### src/rtl/cam_dvp_pkg.sv
// cam_dvp_pkg: shared types and helpers for the DVP capture front-end.
// Holds the capture FSM state enum, RGB565 layout and gray8_to_rgb565.
package cam_dvp_pkg;

  typedef enum logic [1:0] {
    ST_SKIP,
    ST_WAIT_VS,
    ST_ACTIVE
  } cap_state_e;

  localparam int R_W   = 5;
  localparam int G_W   = 6;
  localparam int B_W   = 5;
  localparam int R_OFF = 11;
  localparam int G_OFF = 5;
  localparam int B_OFF = 0;

  // Replicate the top bits of a gray byte into each RGB565 field.
  function automatic logic [15:0] gray8_to_rgb565(
    input logic [7:0] p
  );
    logic [15:0] px;
    px = '0;
    px[R_OFF +: R_W] = p[7 -: R_W];
    px[G_OFF +: G_W] = p[7 -: G_W];
    px[B_OFF +: B_W] = p[7 -: B_W];
    return px;
  endfunction

endpackage

### src/rtl/cam_dvp_capture_packer.sv
// cam_byte_packer: pairs HREF-run bytes into RGB565 words (or passes RAW).
// Ports: I_clk, I_rst, I_clr (abandon run), I_raw, I_href, I_byte in;
//        O_stb/O_data (pixel ready), O_line_end, O_odd (dangling byte) out.
module cam_byte_packer
  import cam_dvp_pkg::*;
(
  input  logic        I_clk,
  input  logic        I_rst,
  input  logic        I_clr,
  input  logic        I_raw,
  input  logic        I_href,
  input  logic [7:0]  I_byte,
  output logic        O_stb,
  output logic [15:0] O_data,
  output logic        O_line_end,
  output logic        O_odd
);

  logic       phase;
  logic       href_d;
  logic [7:0] hi;

  always_ff @(posedge I_clk) begin
    if (I_rst || I_clr) begin
      phase  <= 1'b0;
      href_d <= 1'b0;
      hi     <= '0;
    end else begin
      href_d <= I_href;
      if (I_href && !I_raw) begin
        phase <= ~phase;
        if (!phase) hi <= I_byte;
      end else if (!I_href) begin
        phase <= 1'b0;
      end
    end
  end

  // Strobes are combinational; the top registers them into O_de.
  assign O_stb      = I_href & ~I_clr & (I_raw | phase);
  assign O_data     = I_raw ? gray8_to_rgb565(I_byte)
                            : {hi, I_byte};
  assign O_line_end = href_d & ~I_href & ~I_clr;
  assign O_odd      = O_line_end & phase & ~I_raw;

endmodule

### src/rtl/cam_dvp_capture.sv
// cam_dvp_capture: DVP camera capture, start-up frame skip and crop.
// Ports: I_clk, I_rst, I_vsync, I_href, I_pixdata[7:0] (+I_raw_sel when
// CAM_DVP_RAW_GRAY_EN is defined); O_vs_n, O_de, O_data[15:0],
// O_frame_cnt[15:0], O_line_err, O_busy.
module cam_dvp_capture
  import cam_dvp_pkg::*;
#(
  parameter int H_RES       = 640,
  parameter int V_RES       = 480,
  parameter int SKIP_FRAMES = 2,
  parameter bit VS_POL      = 1'b1
) (
  input  logic        I_clk,
  input  logic        I_rst,
  input  logic        I_vsync,
  input  logic        I_href,
  input  logic [7:0]  I_pixdata,
`ifdef CAM_DVP_RAW_GRAY_EN
  input  logic        I_raw_sel,
`endif
  output logic        O_vs_n,
  output logic        O_de,
  output logic [15:0] O_data,
  output logic [15:0] O_frame_cnt,
  output logic        O_line_err,
  output logic        O_busy
);

  localparam int PW = $clog2(H_RES + 1);
  localparam int LW = $clog2(V_RES + 1);
  localparam logic [PW-1:0] H_MAX = PW'(H_RES);
  localparam logic [LW-1:0] V_MAX = LW'(V_RES);

  logic       vs_s0;
  logic       vs_q;
  logic       href_s0;
  logic [7:0] pix_s0;

  always_ff @(posedge I_clk) begin
    if (I_rst) begin
      vs_s0   <= 1'b0;
      vs_q    <= 1'b0;
      href_s0 <= 1'b0;
      pix_s0  <= '0;
    end else begin
      vs_s0   <= (I_vsync == VS_POL);
      vs_q    <= vs_s0;
      href_s0 <= I_href;
      pix_s0  <= I_pixdata;
    end
  end

  logic vs_rise;
  logic vs_fall;
  assign vs_rise = vs_s0 & ~vs_q;
  assign vs_fall = ~vs_s0 & vs_q;

  cap_state_e    state;
  logic [3:0]    skip_cnt;
  logic [PW-1:0] pix_cnt;
  logic [LW-1:0] line_cnt;
  logic          raw_mode;
  logic          raw_sel;

`ifdef CAM_DVP_RAW_GRAY_EN
  assign raw_sel = I_raw_sel;
`else
  assign raw_sel = 1'b0;
`endif

  logic        clr;
  logic        in_win;
  logic        pk_stb;
  logic        pk_line_end;
  logic        pk_odd;
  logic [15:0] pk_data;

  // HREF is ignored during sync and outside ACTIVE.
  assign clr    = (state != ST_ACTIVE) | vs_s0;
  assign in_win = (pix_cnt < H_MAX) && (line_cnt < V_MAX);

  cam_byte_packer u_packer (
    .I_clk      (I_clk),
    .I_rst      (I_rst),
    .I_clr      (clr),
    .I_raw      (raw_mode),
    .I_href     (href_s0),
    .I_byte     (pix_s0),
    .O_stb      (pk_stb),
    .O_data     (pk_data),
    .O_line_end (pk_line_end),
    .O_odd      (pk_odd)
  );

  always_ff @(posedge I_clk) begin
    if (I_rst) begin
      state       <= ST_SKIP;
      skip_cnt    <= 4'(SKIP_FRAMES);
      pix_cnt     <= '0;
      line_cnt    <= '0;
      raw_mode    <= 1'b0;
      O_vs_n      <= 1'b1;
      O_de        <= 1'b0;
      O_data      <= '0;
      O_frame_cnt <= '0;
      O_line_err  <= 1'b0;
      O_busy      <= 1'b0;
    end else begin
      O_vs_n <= ~vs_s0;
      O_de   <= pk_stb & in_win;
      if (pk_stb && in_win) O_data <= pk_data;
      if (pk_stb && pix_cnt != H_MAX)
        pix_cnt <= pix_cnt + 1'b1;
      if (pk_line_end) begin
        pix_cnt <= '0;
        if (line_cnt != V_MAX)
          line_cnt <= line_cnt + 1'b1;
        if (pk_odd || pix_cnt < H_MAX)
          O_line_err <= 1'b1;
      end
      unique case (state)
        ST_SKIP: begin
          if (skip_cnt == 4'd0) begin
            state <= ST_WAIT_VS;
          end else if (vs_fall) begin
            skip_cnt <= skip_cnt - 4'd1;
            if (skip_cnt == 4'd1)
              state <= ST_WAIT_VS;
          end
        end
        ST_WAIT_VS: begin
          raw_mode <= raw_sel;
          if (vs_fall) begin
            state    <= ST_ACTIVE;
            O_busy   <= 1'b1;
            pix_cnt  <= '0;
            line_cnt <= '0;
          end
        end
        ST_ACTIVE: begin
          // Short frames still count; a partial line is dropped.
          if (vs_rise) begin
            state       <= ST_WAIT_VS;
            O_busy      <= 1'b0;
            O_frame_cnt <= O_frame_cnt + 16'd1;
          end
        end
        default: state <= ST_SKIP;
      endcase
    end
  end

endmodule

### config.mk
export PLATFORM = sky130hd
export DESIGN_NAME = cam_dvp_capture
export DESIGN_NICKNAME = d
export VERILOG_FILES = /design/src/rtl/cam_dvp_pkg.sv /design/src/rtl/cam_dvp_capture_packer.sv /design/src/rtl/cam_dvp_capture.sv
export SDC_FILE = /design/constraint.sdc
export NUM_CORES = 1
export LEC_CHECK = 0
export CAP_MARGIN = 5
export CORE_MARGIN = 2
export CORE_UTILIZATION = 48
export DETAILED_ROUTE_END_ITERATION = 7
export PLACE_DENSITY = 0.74
export SLEW_MARGIN = 10
export SYNTH_ARGS = -nofsm -noshare
export SYNTH_HDL_FRONTEND = slang
export SYNTH_SLANG_ARGS = --single-unit
### constraint.sdc
create_clock -name I_clk -period 1.9 [get_ports I_clk]
set_clock_uncertainty 0.2 [all_clocks]
set_input_delay 0.285 -clock I_clk [delete_from_list [all_inputs] [get_ports I_clk]]
set_output_delay 0.285 -clock I_clk [all_outputs]
set_load 0.03 [all_outputs]
# Word level (Yosys, flattened, before mapping)

Index checks and enable logic that the tools add are counted.

Register bits after elaboration: 82
Input bits: 12
Logic and storage cells: 81

Add/sub/neg operators: 4
$lt $le $gt $ge: 2
Eq/ne operators: 11
Multiplexer cells: 18
Bitwise operators: 15
Reduce and logical (&&, ||, !) cells: 14

Operators with widths:

| operator                                           | count |
|---|---|
| 2-to-1 mux 10 bit                                  | 4 |
| 2-to-1 mux 9 bit                                   | 4 |
| adder 16 x 1 -> 16 bit, second input constant      | 1 |
| adder 10 x 1 -> 10 bit, second input constant      | 1 |
| less-than comparator 10 bit, second input constant | 1 |
| 2-to-1 mux 2 bit                                   | 5 |
| != test 10 bit, second input constant              | 1 |
| adder 9 x 1 -> 9 bit, second input constant        | 1 |
| less-than comparator 9 bit, second input constant  | 1 |
| != test 9 bit, second input constant               | 1 |
| AND 1 bit                                          | 8 |
| != test 2 bit, second input constant               | 3 |
| != test 3 bit, second input constant               | 2 |
| inverter 1 bit                                     | 6 |
| one-hot mux 2 bit (3 select lines)                 | 1 |
| AND reduction 2 bit                                | 3 |
| AND reduction 3 bit                                | 2 |
| == test 4 x 1 -> 1 bit, second input constant      | 1 |
| zero test 4 bit                                    | 1 |
| AND reduction 4 bit                                | 1 |
| subtractor 4 x 1 -> 4 bit, second input constant   | 1 |
| logical AND 1 bit                                  | 3 |
| 2-to-1 mux 1 bit                                   | 3 |
| == test 2 x 1 -> 1 bit, second input constant      | 1 |
| 7 further kinds                                    | 8 |

# Logic depth before layout (Yosys ltp)

Gate-level depths: netlist of the first run.

Depth in word-level cells: 10
Mapped depth: 7
Depth with buffers taken out: 6

# Modules after synthesis

From an unflattened synthesis of the first run, not the netlist that was laid out.

Cell total of the unflattened synthesis: 403
Area, all modules: 3659.8 um^2

Modules (own cells, without submodules):

| module          | instances | cells each | area an instance (um^2) | sequential area each (um^2) |
|---|---|---|---|---|
| cam_dvp_capture | 1         | 317        | 2982.9                  | 1441.4 |
| cam_byte_packer | 1         | 86         | 676.9                   | 200.2 |

# Worst setup path before layout of the first run

OpenSTA, ideal clock, no wires.

Path type: reg2reg
Start: reg O_frame_cnt[3]
End: reg O_frame_cnt[14]
Arrival time: 1.780 ns
Data required time: 1.629 ns
Setup slack: -0.151 ns
Cell stages (with the launch flop): 6
Clock period less this slack: 2.051 ns
Path through: dfxtp_1 -> and4_1 -> nand4_1 -> clkbuf_1 -> or4_1 -> a21oi_1

Longest elaborated chain between the ends: 1

RTL lines:

| what                   | RTL line               | source |
|---|---|---|
| from (decl)            | cam_dvp_capture.sv:24  | `output logic [15:0] O_frame_cnt,` |
| from (signal assigned) | cam_dvp_capture.sv:145 | `O_frame_cnt <= O_frame_cnt + 16'd1;` |
| adder 16 x 1 -> 16 bit | cam_dvp_capture.sv:145 |  |

Every way passes these cells.
A chain may end at the register's enable or synchronous reset.

# Worst setup path in the final report of the first run

Start: reg state[1]
End: reg line_cnt[8]

Longest elaborated chain between the ends: 7
Elaborated cells between the ends (all ways): 8
Those cells by class: 2 x eq/ne; 3 x mux; 3 x bitwise

RTL lines:

| what                   | RTL line                     | source |
|---|---|---|
| from (decl)            | cam_dvp_capture.sv:58        | `cap_state_e state;` |
| from (signal assigned) | cam_dvp_capture.sv:97        | `state <= ST_SKIP;` |
| from (signal assigned) | cam_dvp_capture.sv:124       | `state <= ST_WAIT_VS;` |
| from (signal assigned) | cam_dvp_capture.sv:128       | `state <= ST_WAIT_VS;` |
| != test 2 bit          | cam_dvp_capture.sv:79        | `assign clr = (state != ST_ACTIVE) \| vs_s0;` |
| OR 1 bit               | cam_dvp_capture.sv:79        |  |
| inverter 1 bit         | cam_dvp_capture_packer.sv:43 | `assign O_line_end = href_d & ~I_href & ~I_clr;` |
| AND 1 bit              | cam_dvp_capture_packer.sv:43 |  |
| 2-to-1 mux 9 bit       | cam_dvp_capture.sv:114       | `if (pk_line_end) begin` |
| 2-to-1 mux 9 bit       | cam_dvp_capture.sv:133       | `if (vs_fall) begin` |
| 2-to-1 mux 9 bit (*)   | cam_dvp_capture.sv:121       | `unique case (state)` |
| to (signal assigned)   | cam_dvp_capture.sv:117       | `line_cnt <= line_cnt + 1'b1;` |
| to (decl)              | cam_dvp_capture.sv:61        | `logic [LW-1:0] line_cnt;` |

Every way passes the cells marked *; elsewhere a longest branch is shown, timed or not.

==> results by group, run 1 <==
Outcome
  • Status: finished, violations left
  • Failing checks: setup timing

Cells and area
  • N_diodes: 0
  • Non-filler instance count after layout: 571
  • Number of fill cells in the layout: approximately 560
  • Utilization after layout: 65.9%
  • Synthesis-to-finish area growth: 33.4%
  • Share of cells above drive strength 1: 17.1%
  • Final layout net count: 489
  • Multi-input gate area: ~1700 sq um
  • Reg area: between 1500 and 2000 sq um

Synth
  • Syn nets: 412
  • Seq cells post-synth: 82
  • Synth area leader: dfxtp_1
  • Post-synth ARST share: 0%
  • Synth Area in XOR/XNOR: about 5.5%
  • Synth Area in Compound Gates: a little over a tenth
  • Synth warn: 0
  • Synth top cells by count: dfxtp_1, nand2_1, a21oi_1
  • Dominant synthesized flop cell: dfxtp_1
  • Register area share after synthesis: between 40% and 50%
  • Mux contribution to synthesized area: 0.298%
  • Top cell type's share of synthesized area: 48.9%
  • Mapped Area: 3360 sq um
  • Syn avg cell area: 8.55 sq um
  • EDFF count, synth: 0
  • Post-synthesis simple-gate area fraction: 28.7%
  • Unique masters post-synth: slightly above 40
  • Largest family of logic cells by synthesized area: simple AND/OR/NAND/NOR gates
  • Dominant cells by area after synthesis: dfxtp_1, nand2_1, a21oi_1
  • Syn Inst Count: 393
  • Adder-Cell Fraction of Synth Area: 2.61%
  • Top-count cell post-synth: dfxtp_1

Timing
  • Worst-Margin Slew: 0.389 ns
  • Final setup viols: 3
  • Fmax: 499 MHz
  • RSZ-0062 raised after global routing: yes
  • Slew Limit Headroom: 73.7%
  • Setup slack after layout: -0.102 ns
  • Fin crit share: 105%
  • Fin. Hold Viols: 0
  • Fin. max-slew vios: 0
  • Fin crit period: 2.00 ns
  • Setup_tns: -0.166 ns

Worst setup path
  • CP peak stage delay: 0.52 ns
  • R2R Setup Slk: -0.10 ns
  • R2R Path End: line_cnt[8]$_SDFF_PP0_
  • Critical-path cell list: or3b_4, or4_4, or3_4, a21oi_2
  • Slowest cell on the critical path: or4_4
  • R2r worst-path depth: 4
  • Crit path kind: reg -> reg
  • Data required time of the critical path: ~2 ns
  • WP data arrival: 2.10 ns
  • Worst r2r src: state[1]$_SDFFE_PP0P_
  • Critical path launch point: state[1]$_SDFFE_PP0P_
  • CP Capture Type: flop
  • Type of origin of the critical path: flop
  • Setup crit end: line_cnt[8]$_SDFF_PP0_
  • CP max FO: 4

Power
  • Design Power: 3.22 mW
  • VDD IR max: 0.000499 V
  • Lkg Pwr: a little under 2 nW
  • Power per cell area: 719 nW/um^2

Die
  • Initial core utilization: 49.4%
  • # rows: 30
  • Die Ht: 87.6 um
  • Die area: 7680 sq um
  • Number of I/O pins: 48
  • Core area: 6790 sq um
  • Die X: 87.6 um

Placed design
  • GPL Wtd Cong: 0.899
  • Dpl hpwl: around 5100 um
  • # port buffers: 47
  • Placement Setup Slack: -0.113 ns
  • Dpl cells: 553

GRT
  • First-pass GRT wire length: approximately 12,000 um
  • Vias in the first global route: 2,758
  • Antenna violations before repair: 0
  • Total gr overflow: 0
  • GRT Util Overall: 20.5%
  • Largest net degree at the start of global routing: 26

CTS
  • CTS Buf Count: 9
  • Worst-path clk slew: around 0.10 ns
  • Clk_lat worst skew: 0.36 ns
  • # hold bufs at CTS: 0
  • Clock H-tree levels: 3
  • CTS Root Cell: clkbuf_8
  • CTS tree: built
  • Clk buf depth: 2
  • CTS sink count: 82

Route
  • Routed vias: 2,999
  • Final ANT Viol Nets: 0
  • Number of vias per cell: 5.25
  • Starting DRT DRC Count: 91
  • Wire per inst: approximately 14 um
  • Residual DRC count: 0
  • DRT Wirelength: 7790 um
  • Pre-Repair DR Iteration Count: 4

Run
  • Max-cap violations: 0

Worst hold path
  • Hold WC Path Type: reg -> reg
critical path, delay by kind of cell, from the launching register on:
| family | cells | cell delay, ns |
|---|---|---|
| simple gates | 3 | 1.27 |
| flops | 1 | 0.34 |
| compound gates | 1 | 0.12 |
routing by layer:
metal / vias to the layer above / global-route usage [%] / wire (um)
li1: 1505 / - / -
met1: 1405 / 26.4 / 3530
met2: 73 / 33.3 / 3790
met3: 16 / 4.81 / 351
met4: 0 / 7.83 / 118
met5: - / 0 / 0
kinds of logic after synthesis:
family | count (synthesis)
buffers and inverters | 30
and+or+nand+nor | 187
adders and majority gates | 7
DFF | 82
AOI/OAI and AO/OA | 65
muxes | 1
xor gates and xnor gates | 21
report_power, final:
part,internal (mW),switching [mW]
clock,0.646,0.718
sequential,1.74,0.0110
combinational,0.0538,0.0605
worst min-delay path by stage:
stage                                 from  cells past startpoint  slack (ns)                       to
3_5_place_dp   u_packer.hi[2]$_SDFFE_PP0P_                      2        0.25  O_data[10]$_SDFFE_PP0P_
6_report            O_data[4]$_SDFFE_PP0P_                      2        0.26   O_data[4]$_SDFFE_PP0P_
4_1_cts                       I_pixdata[1]                      2        0.24     pix_s0[1]$_SDFF_PP0_
2_1_floorplan                       I_href                      1        0.21       href_s0$_SDFF_PP0_
3_3_place_gp   u_packer.hi[6]$_SDFFE_PP0P_                      2        0.24  O_data[14]$_SDFFE_PP0P_
5_1_grt                       I_pixdata[3]                      2        0.25     pix_s0[3]$_SDFF_PP0_
cell usage in the layout, fill, tap and decap left out, types with 8 or more instances in the layout:
cell type,instances
clkbuf_8,9
buf_4,34
dlymetal6s2s_1,16
o21ai_0,12
xor2_1,13
a21oi_1,40
nor2_1,31
dlygate4sd2_1,16
xnor2_1,8
nand2_1,63
nor2b_1,13
nand3_1,16
nand4_1,15
dfxtp_1,75
clkdlybuf4s50_1,15
inv_1,13
cell type report:
type                    count  area share, %
clock buffers               9           2.76
flip-flops and latches     82           36.8
multi-input cells         281           37.4
well taps                  96           2.68
clock inverters             7           2.12
inverters                  13           1.09
repair buffers             83           17.1
sequential cells by signal, summed over array words and instances, names as in the netlist:
signal / flops
O_busy: 1
O_data: 16
O_de: 1
O_frame_cnt: 16
O_line_err: 1
O_vs_n: 1
href_s0: 1
line_cnt: 9
pix_cnt: 10
pix_s0: 8
skip_cnt: 4
state: 2
u_packer.hi: 8
u_packer.href_d: 1
u_packer.phase: 1
vs_q: 1
vs_s0: 1
repair_timing:
item | in CTS | in global routing
gates cloned | 0 | 0
pin swaps | 2 | 9
buffers inserted | 0 | 2
setup endpoints to repair | 19 | 35
resized for setup | 21 | 33
through the flow:
step | hold slack (ns) | area (sq um)
2_1_floorplan | 0.213 | 3370
3_3_place_gp | 0.240 | 4140
3_5_place_dp | 0.246 | 4140
4_1_cts | 0.242 | 4350
5_1_grt | 0.252 | 4480
6_report | 0.257 | 4480
No activity file was read; power rests on OpenSTA's default activity.
==> run 2: changes to the inputs <==
--- a/config.mk
+++ b/config.mk
@@ -7,9 +7,8 @@
 export LEC_CHECK = 0
 export CAP_MARGIN = 5
 export CORE_MARGIN = 2
-export CORE_UTILIZATION = 48
+export CORE_UTILIZATION = 35
 export DETAILED_ROUTE_END_ITERATION = 7
-export PLACE_DENSITY = 0.74
 export SLEW_MARGIN = 10
 export SYNTH_ARGS = -nofsm -noshare
 export SYNTH_HDL_FRONTEND = slang
==> run 2 against run 1 <==
  * The flow still finishes with violations (setup timing)
  * Total power rose by 6.6%
  * Wire length fell by 5.5%
  * Sequential cell count did not move
  * Sequential power barely moved
  * Critical path type unchanged
  * Die area rose by 35%
  * Maximum frequency rose by 1.4%
  * Sequential share of layout area fell by 0.059 points
  * First-iteration DRC count fell by 3.3%
  * Utilization fell by 18 points
  * Via count fell by 2.4%
  * Setup slack improved by 0.028 ns
  * Non-clock buffer count fell by 4
  * Largest power group unchanged
==> results by group, run 2 (synthesis gave the netlist of run 1 again) <==
Timing
  • Slew Limit Headroom: 65.6% (-8.1 points)
  • Worst-Margin Slew: 0.517 ns (+0.127 ns)
  • Setup_tns: -0.0946 ns (+0.0718 ns)
  • Fin. Hold Viols: 0 (unchanged)
  • Fin. max-slew vios: 0 (unchanged)
  • Fmax: 506 MHz (+1.4%)
  • Final setup viols: 2 (-1)
  • Setup slack after layout: -0.0747 ns (+0.0275 ns)
  • RSZ-0062 raised after global routing: yes
  • Fin crit share: 104% (-1.4 points)
  • Fin crit period: 1.97 ns (-0.0275 ns)
  • Final hold slack: 0.0759 ns (-0.181 ns)

Power
  • Power per cell area: 766 nW/um^2 (+6.5%)
  • Design Power: 3.44 mW (+6.6%)
  • VDD IR max: 0.000466 V (-6.7%)
  • Lkg Pwr: 1.86 nW (-4.2%)

Worst setup path
  • Crit path kind: reg -> reg
  • Slowest cell on the critical path: or4_4
  • Data required time of the critical path: 1.99 ns (about the same)
  • CP peak stage delay: 0.54 ns (+0.02 ns)
  • CP Capture Type: flop
  • CP Buf/Inv Count: 0 (unchanged)
  • CP top delay family: simple AND/OR/NAND/NOR gates
  • CP max FO: 4 (unchanged)
  • WP data arrival: 2.06 ns (-0.04 ns)
  • Type of origin of the critical path: flop
  • Critical-path cell list: or3b_4, or4_4, or3_1, a21oi_2

CTS
  • CTS Buf Count: 9 (unchanged)
  • CTS Root Cell: clkbuf_8
  • Worst-path clk slew: 0.09 ns (about the same)
  • # hold bufs at CTS: 0 (unchanged)
  • CTS tree: built
  • CTS sink count: 82 (unchanged)
  • Clk buf depth: 2 (unchanged)
  • Clk_lat worst skew: 0.36 ns (about the same)
  • Clock H-tree levels: 3 (unchanged)

Outcome
  • Failing checks: setup timing
  • Status: finished, violations left

Worst hold path
  • Hold WC Path Type: in -> reg

Die
  • Die Ht: 102 um (+16%)
  • Core area: 9280 sq um (+37%)
  • Initial core utilization: 36.2% (-13 points)
  • Number of I/O pins: 48 (unchanged)
  • # rows: 35 (+17%)
  • Die area: 10,400 sq um (+35%)
  • Die X: 102 um (+16%)

Route
  • Final ANT Viol Nets: 0 (unchanged)
  • Starting DRT DRC Count: 88 (-3.3%)
  • Residual DRC count: 0 (unchanged)
  • DRT Wirelength: 7360 um (-5.5%)
  • Pre-Repair DR Iteration Count: 4 (unchanged)
  • Routed vias: 2,926 (-2.4%)
  • Number of vias per cell: 4.88 (-7.1%)
  • Wire per inst: 12.3 um (-10%)

Cells and area
  • Final layout net count: 485 (-0.82%)
  • Fin area: 4480 sq um (about the same)
  • Non-filler instance count after layout: 600 (+5.1%)
  • N_diodes: 0 (unchanged)
  • Share of cells above drive strength 1: 15.3% (-1.8 points)
  • Most common cell after layout, fill and taps aside: dfxtp_1
  • Synthesis-to-finish area growth: 33.5% (about the same)
  • Most frequent cells in the layout: dfxtp_1, nand2_1, a21oi_1
  • Largest registers: O_data x16, O_frame_cnt x16, pix_cnt x10

GRT
  • Vias in the first global route: 2,784 (+0.94%)
  • Largest net degree at the start of global routing: 50 (+92%)
  • Total gr overflow: 0 (unchanged)
  • GRT Util Overall: 15.0% (-5.5 points)
  • First-pass GRT wire length: 12,600 um (+1.6%)
  • Antenna violations before repair: 0 (unchanged)

Placed design
  • # port buffers: 47 (unchanged)
  • Dpl cells: 582 (+5.2%)
  • Placed cell area: 4140 sq um (+0.15%)
  • Dpl hpwl: 5150 um (+1.0%)
  • GPL Wtd Cong: 0.808 (-10%)

Run
  • Max-cap violations: 0 (unchanged)
## run 2: final timing paths
path	startpoint	endpoint	slack, ns	depth (start not counted)
worst max-delay path	vs_s0$_SDFF_PP0_	line_cnt[8]$_SDFF_PP0_	-0.07	4
worst min-delay path	I_rst	skip_cnt[1]$_SDFFE_PP1P_	0.08	3
worst max register to register	vs_s0$_SDFF_PP0_	line_cnt[8]$_SDFF_PP0_	-0.07	4
worst min register to register	O_data[5]$_SDFFE_PP0P_	O_data[5]$_SDFFE_PP0P_	0.26	2
## run 2: worst register-to-register path, cell delays in order (launching register included)
cell,delay (ns)
dfxtp_1,0.31
or3b_4,0.42
or4_4,0.54
or3_1,0.33
a21oi_2,0.11
## run 2: report_power, final
part | switching, mW | leakage (nW) | internal (mW)
logic | 0.0604 | 1.06 | 0.0500
registers | 0.0106 | 0.667 | 1.73
clock network | 0.679 | 0.128 | 0.900
## run 2: routing by layer
layer  vias to the layer above  share of wire (%)  track usage (%)
li1                       1507                  -                -
met1                      1360                 49             20.0
met2                        49                 46             23.5
met3                        10                3.1             3.08
met4                         0                1.7             6.46
met5                         -                  0                0
## run 2: final cells by class
| cell class | count | area [sq um] |
|---|---|---|
| clock buffers | 9 | 124 |
| multi-input cells | 281 | 1650 |
| inverters | 13 | 48.8 |
| clock inverters | 7 | 130 |
| flip-flops and latches | 82 | 1650 |
| repair buffers | 79 | 719 |
| well taps | 129 | 161 |
| fillers | 941 | 4800 |
## run 2: what timing repair did
item                       4_1_cts  5_1_grt
hold endpoints to repair         0        0
gates cloned                     0        0
setup endpoints to repair       21       30
pin swaps                        1        5
setup buffers                    0        2
resized for setup               18       26
## run 2: per-stage QoR
step,utilization [%],setup WS [ns]
after detailed placement,44.6,-0.0877
after global routing,48.3,-0.124
after global placement,44.6,-0.0639
after CTS,47.2,-0.0638
final,48.3,-0.0747
after floorplan,-,-0.0581
